**config.mk**
```make
export PLATFORM = sky130hd
export DESIGN_NAME = id_ex_stage
export DESIGN_NICKNAME = d
export VERILOG_FILES = /design/src/rtl/id_ex_stage.sv
export SDC_FILE = /design/constraint.sdc
export NUM_CORES = 1
export LEC_CHECK = 0
export CAP_MARGIN = 20
export CORE_ASPECT_RATIO = 0.7
export CORE_MARGIN = 5
export CORE_UTILIZATION = 42
export DETAILED_ROUTE_END_ITERATION = 7
export PLACE_DENSITY = 0.86
export SKIP_CTS_REPAIR_TIMING = 1
export SLEW_MARGIN = 20
export SYNTH_ARGS = -nofsm -noshare
export SYNTH_HDL_FRONTEND = slang
export SYNTH_SLANG_ARGS = --single-unit
```
**constraint.sdc**
```tcl
create_clock -name clk -period 4.1 [get_ports clk]
set_input_delay 1.23 -clock clk [delete_from_list [all_inputs] [get_ports clk]]
set_output_delay 1.23 -clock clk [all_outputs]
set_load 0.005 [all_outputs]
```
**src/rtl/id_ex_stage.sv**
```systemverilog
// ID/EX pipeline register: captures decoded operands with same-cycle WB bypass,
// inserts load-use bubbles, and honours stall/flush. ID_EX_PERF_CNT_EN adds bubble/flush counters.
module id_ex_stage #(
    parameter int CTRL_W       = 12,
    parameter int MEM_READ_BIT = 0
) (
    input  logic              clk,
    input  logic              rst,
    input  logic              id_valid,
    input  logic [31:0]       id_pc,
    input  logic [31:0]       id_imm,
    input  logic [4:0]        id_rs1,
    input  logic [4:0]        id_rs2,
    input  logic [4:0]        id_rd,
    input  logic              id_uses_rs1,
    input  logic              id_uses_rs2,
    input  logic [31:0]       id_rs1_data,
    input  logic [31:0]       id_rs2_data,
    input  logic [CTRL_W-1:0] id_ctrl,
    input  logic              wb_reg_write,
    input  logic [4:0]        wb_rd,
    input  logic [31:0]       wb_rd_data,
    input  logic              stall_in,
    input  logic              flush,
    output logic              load_use_stall,
    output logic              ex_valid,
    output logic [31:0]       ex_pc,
    output logic [31:0]       ex_imm,
    output logic [4:0]        ex_rs1,
    output logic [4:0]        ex_rs2,
    output logic [4:0]        ex_rd,
    output logic [31:0]       ex_rs1_data,
    output logic [31:0]       ex_rs2_data,
    output logic [CTRL_W-1:0] ex_ctrl
`ifdef ID_EX_PERF_CNT_EN
    ,
    output logic [31:0]       bubble_cnt,
    output logic [31:0]       flush_cnt
`endif
);

    logic        wb_live;
    logic [31:0] rs1_byp;
    logic [31:0] rs2_byp;
    logic        hazard;

    // Stage protocol: ex_valid marks a real entry; stall_in freezes it, flush
    // squashes it, and load_use_stall asks upstream to hold ID for one cycle.
    always_comb begin
        wb_live = wb_reg_write && (wb_rd != 5'd0);
        rs1_byp = (wb_live && wb_rd == id_rs1) ? wb_rd_data : id_rs1_data;
        rs2_byp = (wb_live && wb_rd == id_rs2) ? wb_rd_data : id_rs2_data;
        hazard  = id_valid && ex_valid && ex_ctrl[MEM_READ_BIT] && (ex_rd != 5'd0) &&
                  ((id_uses_rs1 && id_rs1 == ex_rd) || (id_uses_rs2 && id_rs2 == ex_rd));
        load_use_stall = hazard && !flush && !stall_in;
    end

    always_ff @(posedge clk) begin
        if (rst || flush || (!stall_in && load_use_stall)) begin
            ex_valid    <= 1'b0;
            ex_pc       <= '0;
            ex_imm      <= '0;
            ex_rs1      <= '0;
            ex_rs2      <= '0;
            ex_rd       <= '0;
            ex_rs1_data <= '0;
            ex_rs2_data <= '0;
            ex_ctrl     <= '0;
        end else if (stall_in) begin
            // A held entry keeps tracking WB so its operands are not stale on release.
            if (ex_valid && wb_live && wb_rd == ex_rs1) ex_rs1_data <= wb_rd_data;
            if (ex_valid && wb_live && wb_rd == ex_rs2) ex_rs2_data <= wb_rd_data;
        end else begin
            ex_valid    <= id_valid;
            ex_pc       <= id_pc;
            ex_imm      <= id_imm;
            ex_rs1      <= id_rs1;
            ex_rs2      <= id_rs2;
            ex_rd       <= id_rd;
            ex_rs1_data <= rs1_byp;
            ex_rs2_data <= rs2_byp;
            ex_ctrl     <= id_valid ? id_ctrl : '0;
        end
    end

`ifdef ID_EX_PERF_CNT_EN
    always_ff @(posedge clk) begin
        if (rst) begin
            bubble_cnt <= '0;
            flush_cnt  <= '0;
        end else begin
            if (load_use_stall) bubble_cnt <= bubble_cnt + 32'd1;
            if (flush)          flush_cnt  <= flush_cnt + 32'd1;
        end
    end
`endif

endmodule

```
==> results.toml, run 1 <==
[pwr]
p_per_area_nw_per_um2 = 348
peakVddDrop_uv = 252
leakagePower_nw = 4.16

[floorplan]
ios = 357
die_h_um = 115
initial_core_util_pct = 42.6
die_area_um2 = 18300
core_um2 = 15500
die-width_um = 160
num_rows = 38

[routing]
vias = 6594
drt-initial-drc-count = 537
drtAntennaViolNets = 0
dr.pass1.iters = 7
wl_mm = 24.9
vias_per_cell = 5.40
wl_per_cell_um = 20.4
drc_errors = 0

[sta]
finalSetupViolCount = 0
fin_ws_ns = 0.272
worst_pin_slew_ns = 0.932
fin_crit_sh_pct = 93.4
slew_violations = 0
rsz0062_at_grt = "false"
clock.fmax_ghz = 0.261
maxSlewHeadroom_pct = 37.8
hold_violations = 0
period_minus_slack_ns = 3.83
skew_ns = 0.0114

[critical_path]
rrSetupSlack_ns = 1.78
cpPeakStageDelay_ns = 0.43
crit_cells = 6
reg2reg_to = "ex_rs2_data[0]"
r2r_cells = 7
cp_max_fo = 2
critical_path.slowest_cell = "clkdlybuf4s50_1"
timing.critical_path.from = "id_rs2[2]"
critPathRequiredTime_ns = 2.87
worstSetupStartpointType = "input port"
cp-end-kind = "output port"
endpoint = "load_use_stall"
path_cells = "clkdlybuf4s50_1 -> xor2_1 -> nor4_2 -> a32oi_2 -> nor2_1 -> dlymetal6s2s_1"
cp_data_arrival_time_ns = 2.60
timing.rr.start = "ex_rd[0]"
crit_buf_inv = 2
criticalPathCategory = "in -> out"
path_delay_family = "buffers and inverters"

[cts]
numCtsBuffers = 17
cts_tree = "built"
clockBufferDepth = 2
clock_sinks = 156
clk_latency_ns = 0.42
clockRootBuffer = "clkbuf_16"
cts_max_level = 4
clkTransAtPathRegs_ns = 0.06

[logic_synthesis]
ys_seq_area_share_pct = 47.4
syn-num-nets = 865
synth_area_um2 = 6580
ys_types = 31
synth_seq_cells = 156
synth_edf_count = 0
synthTopCellsByCount = "dfxtp_1, nor2_1, mux2i_1, a22oi_1, a21oi_1"
avgSynthCellArea_um2 = 9.90
syn_inst = 665
synthTopCellsByArea = "dfxtp_1, mux2i_1, a22oi_1, o211ai_1, nor2_1"
yosysMostFrequentCell = "dfxtp_1"
synth_top_cell_area_share_pct = 47.4
synth_ff_type = "dfxtp_1"
yosysWarningCount = 0
yosys.area.top_type = "dfxtp_1"
synthArstFlopShare_pct = 0

[cells_and_area]
area_growth_pct = 65.5
final_cells = 1221
drive_above_1_share_pct = 7.75
fin_nets = 1206

[run]
cap_violations = 0

[global_route]
antenna_found_initial = 1
gr-total-overflow = 0
grt_usage_pct = 25.7
grt_pass1_wl_mm = 37.4
grt_pass1_vias = 6698
grt_max_degree = 56

[placed_design]
dp_cells = 1186
io_buffers = 356
pre_cts_ws_ns = -0.211
place_hpwl_mm = 18.4
place_congestion = 0.860

[worst_hold_path]
hold_class = "reg -> reg"
holdPathStages = 2

[run_status]
outcome = "finished clean"
[tightest hold or removal path, cell delays in order, from the launching register on]
cell and delay (ns):
dfxtp_1 0.33, mux2i_1 0.07, nor2_1 0.07
[worst min-delay path by stage]
stage / startpoint / slack [ns] / endpoint
after floorplan: ex_imm[0] / 0.49 / ex_imm[0]
after global routing: ex_imm[8] / 0.53 / ex_imm[8]
after global placement: ex_imm[27] / 0.47 / ex_imm[27]
final: ex_pc[3] / 0.50 / ex_pc[3]
after detailed placement: ex_pc[29] / 0.49 / ex_pc[29]
after CTS: ex_imm[21] / 0.50 / ex_imm[21]
[kinds of logic (layout without fill, tap and decap cells)]
kind of cell / count (synthesis) / after routing / share of synthesized area [%]
buf+inv: 69 / 423 / 6.61
compound gates: 215 / 215 / 22.3
mux: 79 / 79 / 12.0
simple gates: 116 / 116 / 7.64
xor+xnor: 30 / 30 / 3.99
flops: 156 / 156 / 47.4
other cells: 0 / 2 / 0
[flip-flops by register name, summed over array words and instances, names as in the netlist]
signal and cells:
ex_rs2 5, ex_valid 1, ex_imm 32, ex_ctrl 12, ex_rs1_data 32, ex_rd 5
ex_pc 32, ex_rs2_data 32, ex_rs1 5
[power breakdown]
| part | internal (W) | total [W] | switching (W) |
|---|---|---|---|
| combinational | 0.000354 | 0.000584 | 0.000230 |
| clock | 0.000902 | 0.00161 | 0.000711 |
| sequential | 0.00156 | 0.00159 | 0.0000304 |
[layout make-up]
class | count | area, um2
repair buffers | 389 | 3850
clock inverters | 13 | 145
inverters | 2 | 7.51
well taps | 200 | 250
multi-input cells | 440 | 3060
flip-flops and latches | 156 | 3120
fillers | 1118 | 4560
clock buffers | 19 | 453
diodes | 2 | 5.00
[layer usage]
layer / part of all wire, % / wire length [um] / vias up / track usage, %
met1: 39 / 9580 / 3152 / 29.1
met2: 50 / 12600 / 285 / 45.4
li1: - / - / 3121 / -
met4: 2.2 / 555 / 0 / 9.13
met3: 8.7 / 2170 / 36 / 9.35
met5: 0 / 0 / - / 0
[per-stage QoR]
stage / setup TNS [ns] / instance area [um2] / total power [W] / hold slack [ns] / util [%]
CTS: -0.211 / 10900 / 0.00382 / 0.501 / 70.3
global placement: -0.164 / 10300 / 0.00220 / 0.472 / 66.4
detailed placement: -0.211 / 10300 / 0.00221 / 0.486 / 66.4
finish: 0 / 10900 / 0.00379 / 0.500 / 70.5
floorplan: 0 / 6580 / 0.00185 / 0.488 / -
global route: 0 / 10900 / 0.00394 / 0.526 / 70.5
[layout by cell type (no fill, tap or decap), types with 2 or more instances in the layout]
cell type,synthesis,routed
a21oi_2,4,4
a21oi_1,65,65
o211a_1,4,4
xor2_1,14,14
nor4_2,0,2
inv_8,0,4
nand2_1,2,2
nand3_1,3,3
diode_2,0,2
nor4_1,6,4
buf_12,0,3
clkbuf_16,0,17
inv_6,0,7
a22oi_1,76,76
and4_1,2,2
clkbuf_8,0,2
xnor2_1,16,16
nor2_1,94,94
inv_1,2,2
clkdlybuf4s50_1,0,352
buf_4,8,31
dlymetal6s2s_1,0,2
dfxtp_1,156,156
o211ai_1,64,64
and2_1,2,2
mux2i_1,79,79
Power figures use the tool's default switching activity.
==> inputs of run 2 (changes only) <==
--- a/config.mk
+++ b/config.mk
@@ -6,11 +6,12 @@
 export NUM_CORES = 1
 export LEC_CHECK = 0
 export CAP_MARGIN = 20
-export CORE_ASPECT_RATIO = 0.7
-export CORE_MARGIN = 5
-export CORE_UTILIZATION = 42
+export CORE_AREA = 5 5 137 139
 export DETAILED_ROUTE_END_ITERATION = 7
-export PLACE_DENSITY = 0.86
+export DIE_AREA = 0 0 142 144
+export DONT_BUFFER_PORTS = 1
+export PLACE_DENSITY = 0.52
+export REMOVE_ABC_BUFFERS = 1
 export SKIP_CTS_REPAIR_TIMING = 1
 export SLEW_MARGIN = 20
 export SYNTH_ARGS = -nofsm -noshare
==> run 2 against run 1 <==
First-iteration DRC count shrank 64%. Power down 9.1%. Routed wire length down 18%. Final area is 34% lower. Largest cell class is now registers. Clock power is essentially flat. Die area up 12%. Via count shrank 23%. Worst setup slack improved by 0.58 ns. Worst hold slack better by 0.036 ns.
==> results.toml, run 2 (same netlist as run 1, synthesis figures left out) <==
[run_status]
outcome = "finished clean"

[routing]
wl_per_cell_um = 23.3
drt-initial-drc-count = 191
vias_per_cell = 5.82
wl_met1_mm = 6.97
wl_mm = 20.3
dr_wl_met3_mm = 2.53
wl_met2_mm = 10.3
drtAntennaViolNets = 0
vias = 5060
top_layer = "met4"
dr.pass1.iters = 5
drc_errors = 0

[sta]
skew_ns = 0.0135
timing.hold.ws_ns = 0.535
hold_violations = 0
maxSlewHeadroom_pct = 59.4
worst_pin_slew_ns = 0.609
finalSetupViolCount = 0
clock.fmax_ghz = 0.308
slew_violations = 0
period_minus_slack_ns = 3.25
rsz0062_at_grt = "false"
fin_crit_sh_pct = 79.3

[critical_path]
worstSetupStartpointType = "input port"
cp-end-kind = "output port"
cp_max_fo = 3
crit_buf_inv = 0
path_cells = "xor2_1 -> nor4_1 -> a32oi_1 -> nor2_1"
critPathRequiredTime_ns = 2.87
cpPeakStageDelay_ns = 0.27
timing.critical_path.from = "id_rs2[3]"
cp_data_arrival_time_ns = 2.02
path_delay_family = "simple AND/OR/NAND/NOR gates"
criticalPathCategory = "in -> out"
critical_path.slowest_cell = "nor4_1"
timing.rr.start = "ex_rd[2]"

[cells_and_area]
drive_above_1_share_pct = 8.11
seqCellArea_um2 = 3120
area_growth_pct = 9.12
postLayoutCoreUtil_pct = 41.0
multiInputGateArea_um2 = 3040
final_cell_mix = "dfxtp_1, nor2_1, mux2i_1"
num_antenna_cells = 0
fin_nets = 828
final_cells = 870
layout_commonest_cell = "dfxtp_1"
design_area_um2 = 7180
n_fill_cell = 1718

[run]
cap_violations = 0

[worst_hold_path]
min-delay-start = "ex_imm[0]"
hold_class = "reg -> reg"

[global_route]
gr-total-overflow = 0
grt_usage_pct = 18.7
grt_pass1_vias = 5419
antenna_found_initial = 0
grt_pass1_wl_mm = 30.2
grt_max_degree = 102

[floorplan]
ios = 357
core_um2 = 17500
initial_core_util_pct = 37.5
die-width_um = 142
die_area_um2 = 20400
num_rows = 49
die_h_um = 144

[placed_design]
place_hpwl_mm = 14.5
place_area_um2 = 6570
dp_cells = 838
io_buffers = 0
place_congestion = 0.889

[cts]
cts_tree = "built"
clkTransAtPathRegs_ns = 0.07
clk_latency_ns = 0.42
clockRootBuffer = "clkbuf_16"
clock_sinks = 156
cts_max_level = 4
numCtsBuffers = 17
clockBufferDepth = 2

[pwr]
peakVddDrop_uv = 259
p_per_area_nw_per_um2 = 480
leakagePower_nw = 2.69
finalPower_w = 0.00345
-- run 2: worst register-to-register path, delay by kind of cell (launching register included) --
family                 cells  cell delay (ns)
AO/OA/AOI/OAI              2             0.35
buffers and inverters      1             0.54
flip-flops                 1             0.46
AND/OR/NAND/NOR            3             0.58
-- run 2: routing by layer --
metal  vias to the layer above  global-route usage (%)
li1                       2353                       -
met1                      2342                    19.8
met2                       332                    32.9
met3                        33                    7.64
met4                         0                    8.13
met5                         -                       0
-- run 2: through the flow --
stage / setup TNS, ns / setup slack, ns
2_1_floorplan: -187.80 / -1.24
3_3_place_gp: 0 / 0.845
3_5_place_dp: 0 / 0.857
4_1_cts: 0 / 0.854
5_1_grt: 0 / 0.811
6_report: 0 / 0.848
-- run 2: worst paths after layout --
kind	end	slack (ns)	depth (start not counted)
worst max register to register	ex_rs1_data[21]	2.02	6
worst min register to register	ex_imm[0]	0.54	2
worst max-delay path	load_use_stall	0.85	4
worst min-delay path	ex_imm[0]	0.54	2
-- run 2: cell type report --
| cell class | count | share of cell area [%] |
|---|---|---|
| flip-flops and latches | 156 | 43.5 |
| multi-input cells | 440 | 42.4 |
| clock buffers | 18 | 6.11 |
| well taps | 229 | 3.99 |
| clock inverters | 14 | 2.46 |
| repair buffers | 11 | 1.50 |
| inverters | 2 | 0.104 |
-- run 2: power breakdown --
part | switching, W | internal (W)
combinational | 0.000112 | 0.0000997
sequential | 0.0000472 | 0.00156
clock | 0.000682 | 0.000940
total | 0.000841 | 0.00260
==> inputs of run 3 (changes only) <==
==> constraint.sdc (replaced) <==
create_clock -name clk -period 3.2 [get_ports clk]
set_input_delay 0.96 -clock clk [delete_from_list [all_inputs] [get_ports clk]]
set_output_delay 0.96 -clock clk [all_outputs]
set_load 0.005 [all_outputs]
==> run 3 against run 2 <==
Clock power increased by 18%. Worst setup slack lost 0.33 ns. Via count grew 1.3%. Non-clock buffer count up 6. Sequential share of layout area decreased by 0.25 points. Critical path type unchanged.
==> results.toml, run 3 (same netlist as run 1, synthesis figures left out) <==
[pwr]
clkPwrFrac_pct = 44.9
finalPower_w = 0.00426
swShare_pct = 25.4
internal_power_w = 0.00318
leakagePower_nw = 2.71
power_switching_w = 0.00108
p_comb_share_pct = 6.6
pwr-share-seq_pct = 48.5
peakVddDrop_uv = 327
p_per_area_nw_per_um2 = 590

[floorplan]
num_rows = 49
die_area_um2 = 20400
core_um2 = 17500
initial_core_util_pct = 37.5
ios = 357
die_h_um = 144
die-width_um = 142

[sta]
skew_ns = 0.0128
rsz0062_at_grt = "false"
hold_violations = 0
timing.hold.ws_ns = 0.539
fin_crit_sh_pct = 83.9
finalSetupViolCount = 0
worst_pin_slew_ns = 0.604
maxSlewHeadroom_pct = 59.6
clock.fmax_ghz = 0.373
period_minus_slack_ns = 2.68
slew_violations = 0

[critical_path]
critical_path.slowest_cell = "nor4_1"
path_cells = "xor2_1 -> nor4_1 -> a32oi_1 -> nor2_1"
cp_max_fo = 3
reg2reg_to = "ex_rs2_data[14]"
cp_data_arrival_time_ns = 1.72
timing.rr.start = "ex_rd[0]"
rrSetupSlack_ns = 1.12
cpPeakStageDelay_ns = 0.31
criticalPathCategory = "in -> out"
r2r_cells = 6
cp-end-kind = "output port"
worstSetupStartpointType = "input port"
critPathRequiredTime_ns = 2.24
endpoint = "load_use_stall"
timing.critical_path.from = "id_rs1[3]"

[worst_hold_path]
min-delay-start = "ex_imm[0]"
hold_class = "reg -> reg"

[cts]
clockBufferDepth = 2
cts_tree = "built"
numCtsBuffers = 17
clock_sinks = 156
clk_latency_ns = 0.41
clockRootBuffer = "clkbuf_16"
clkTransAtPathRegs_ns = 0.07
cts_max_level = 4

[routing]
vias = 5126
vias_per_cell = 5.85
dr.pass1.iters = 7
wl_mm = 20.3
drtAntennaViolNets = 0
drt-initial-drc-count = 239
drc_errors = 0
wl_per_cell_um = 23.2

[cells_and_area]
drive_above_1_share_pct = 8.96
layout_commonest_cell = "dfxtp_1"
design_area_um2 = 7230
multiInputGateArea_um2 = 3040
n_fill_cell = 1769
num_antenna_cells = 0
fin_nets = 834
final_cells = 876
seqCellArea_um2 = 3120
final_cell_mix = "dfxtp_1, nor2_1, mux2i_1"
area_growth_pct = 9.75

[global_route]
grt_max_degree = 99
grt_usage_pct = 18.6
grt_pass1_vias = 5209
antenna_found_initial = 0
grt_pass1_wl_mm = 30.0
gr-total-overflow = 0

[placed_design]
place_congestion = 0.847
dp_cells = 844
place_hpwl_mm = 14.9
io_buffers = 0
place_area_um2 = 6650

[run_status]
outcome = "finished clean"

[run]
cap_violations = 0
-- run 3: layout make-up --
cell class                 instances  share of cell area [%]
sequential                       156                    43.2
timing repair buffer              17                    2.63
inverter                           2                   0.104
clock buffer                      17                    5.89
multi-input combinational        440                    42.1
tap                              229                    3.97
clock inverter                    15                    2.06
-- run 3: worst min-delay path by stage --
stage,cells after the start,to,slack [ns]
CTS,2,ex_pc[15],0.55
floorplan,2,ex_imm[0],0.49
finish,2,ex_imm[0],0.54
global route,2,ex_imm[14],0.57
global placement,2,ex_imm[23],0.52
detailed placement,2,ex_imm[0],0.53
-- run 3: power groups by stage --
stage / clock, W / sequential (W) / combinational, W
2_1_floorplan: 0 / 0.00209 / 0.000214
3_3_place_gp: 0 / 0.00211 / 0.000276
3_5_place_dp: 0 / 0.00211 / 0.000287
4_1_cts: 0.00198 / 0.00207 / 0.000287
5_1_grt: 0.00205 / 0.00207 / 0.000314
6_report: 0.00191 / 0.00207 / 0.000283
-- run 3: metal layers --
metal | global-route usage (%) | wire (um)
met1 | 19.7 | 7200
met2 | 33.6 | 10500
met3 | 8.10 | 2430
met4 | 5.20 | 239
met5 | 0 | 0
-- run 3: stage by stage --
stage                     setup slack, ns  util, %  setup TNS (ns)
final                               0.516     41.2               0
after global routing                0.423     41.2               0
after CTS                           0.507     41.2               0
after detailed placement            0.443     37.9               0
after global placement              0.467     37.9               0
after floorplan                     -1.87        -         -286.08
-- run 3: worst max-delay path, delay by kind of cell --
family / cells / cell delay (ns)
XOR/XNOR: 1 / 0.13
AND/OR/NAND/NOR: 2 / 0.48
AO/OA/AOI/OAI: 1 / 0.15
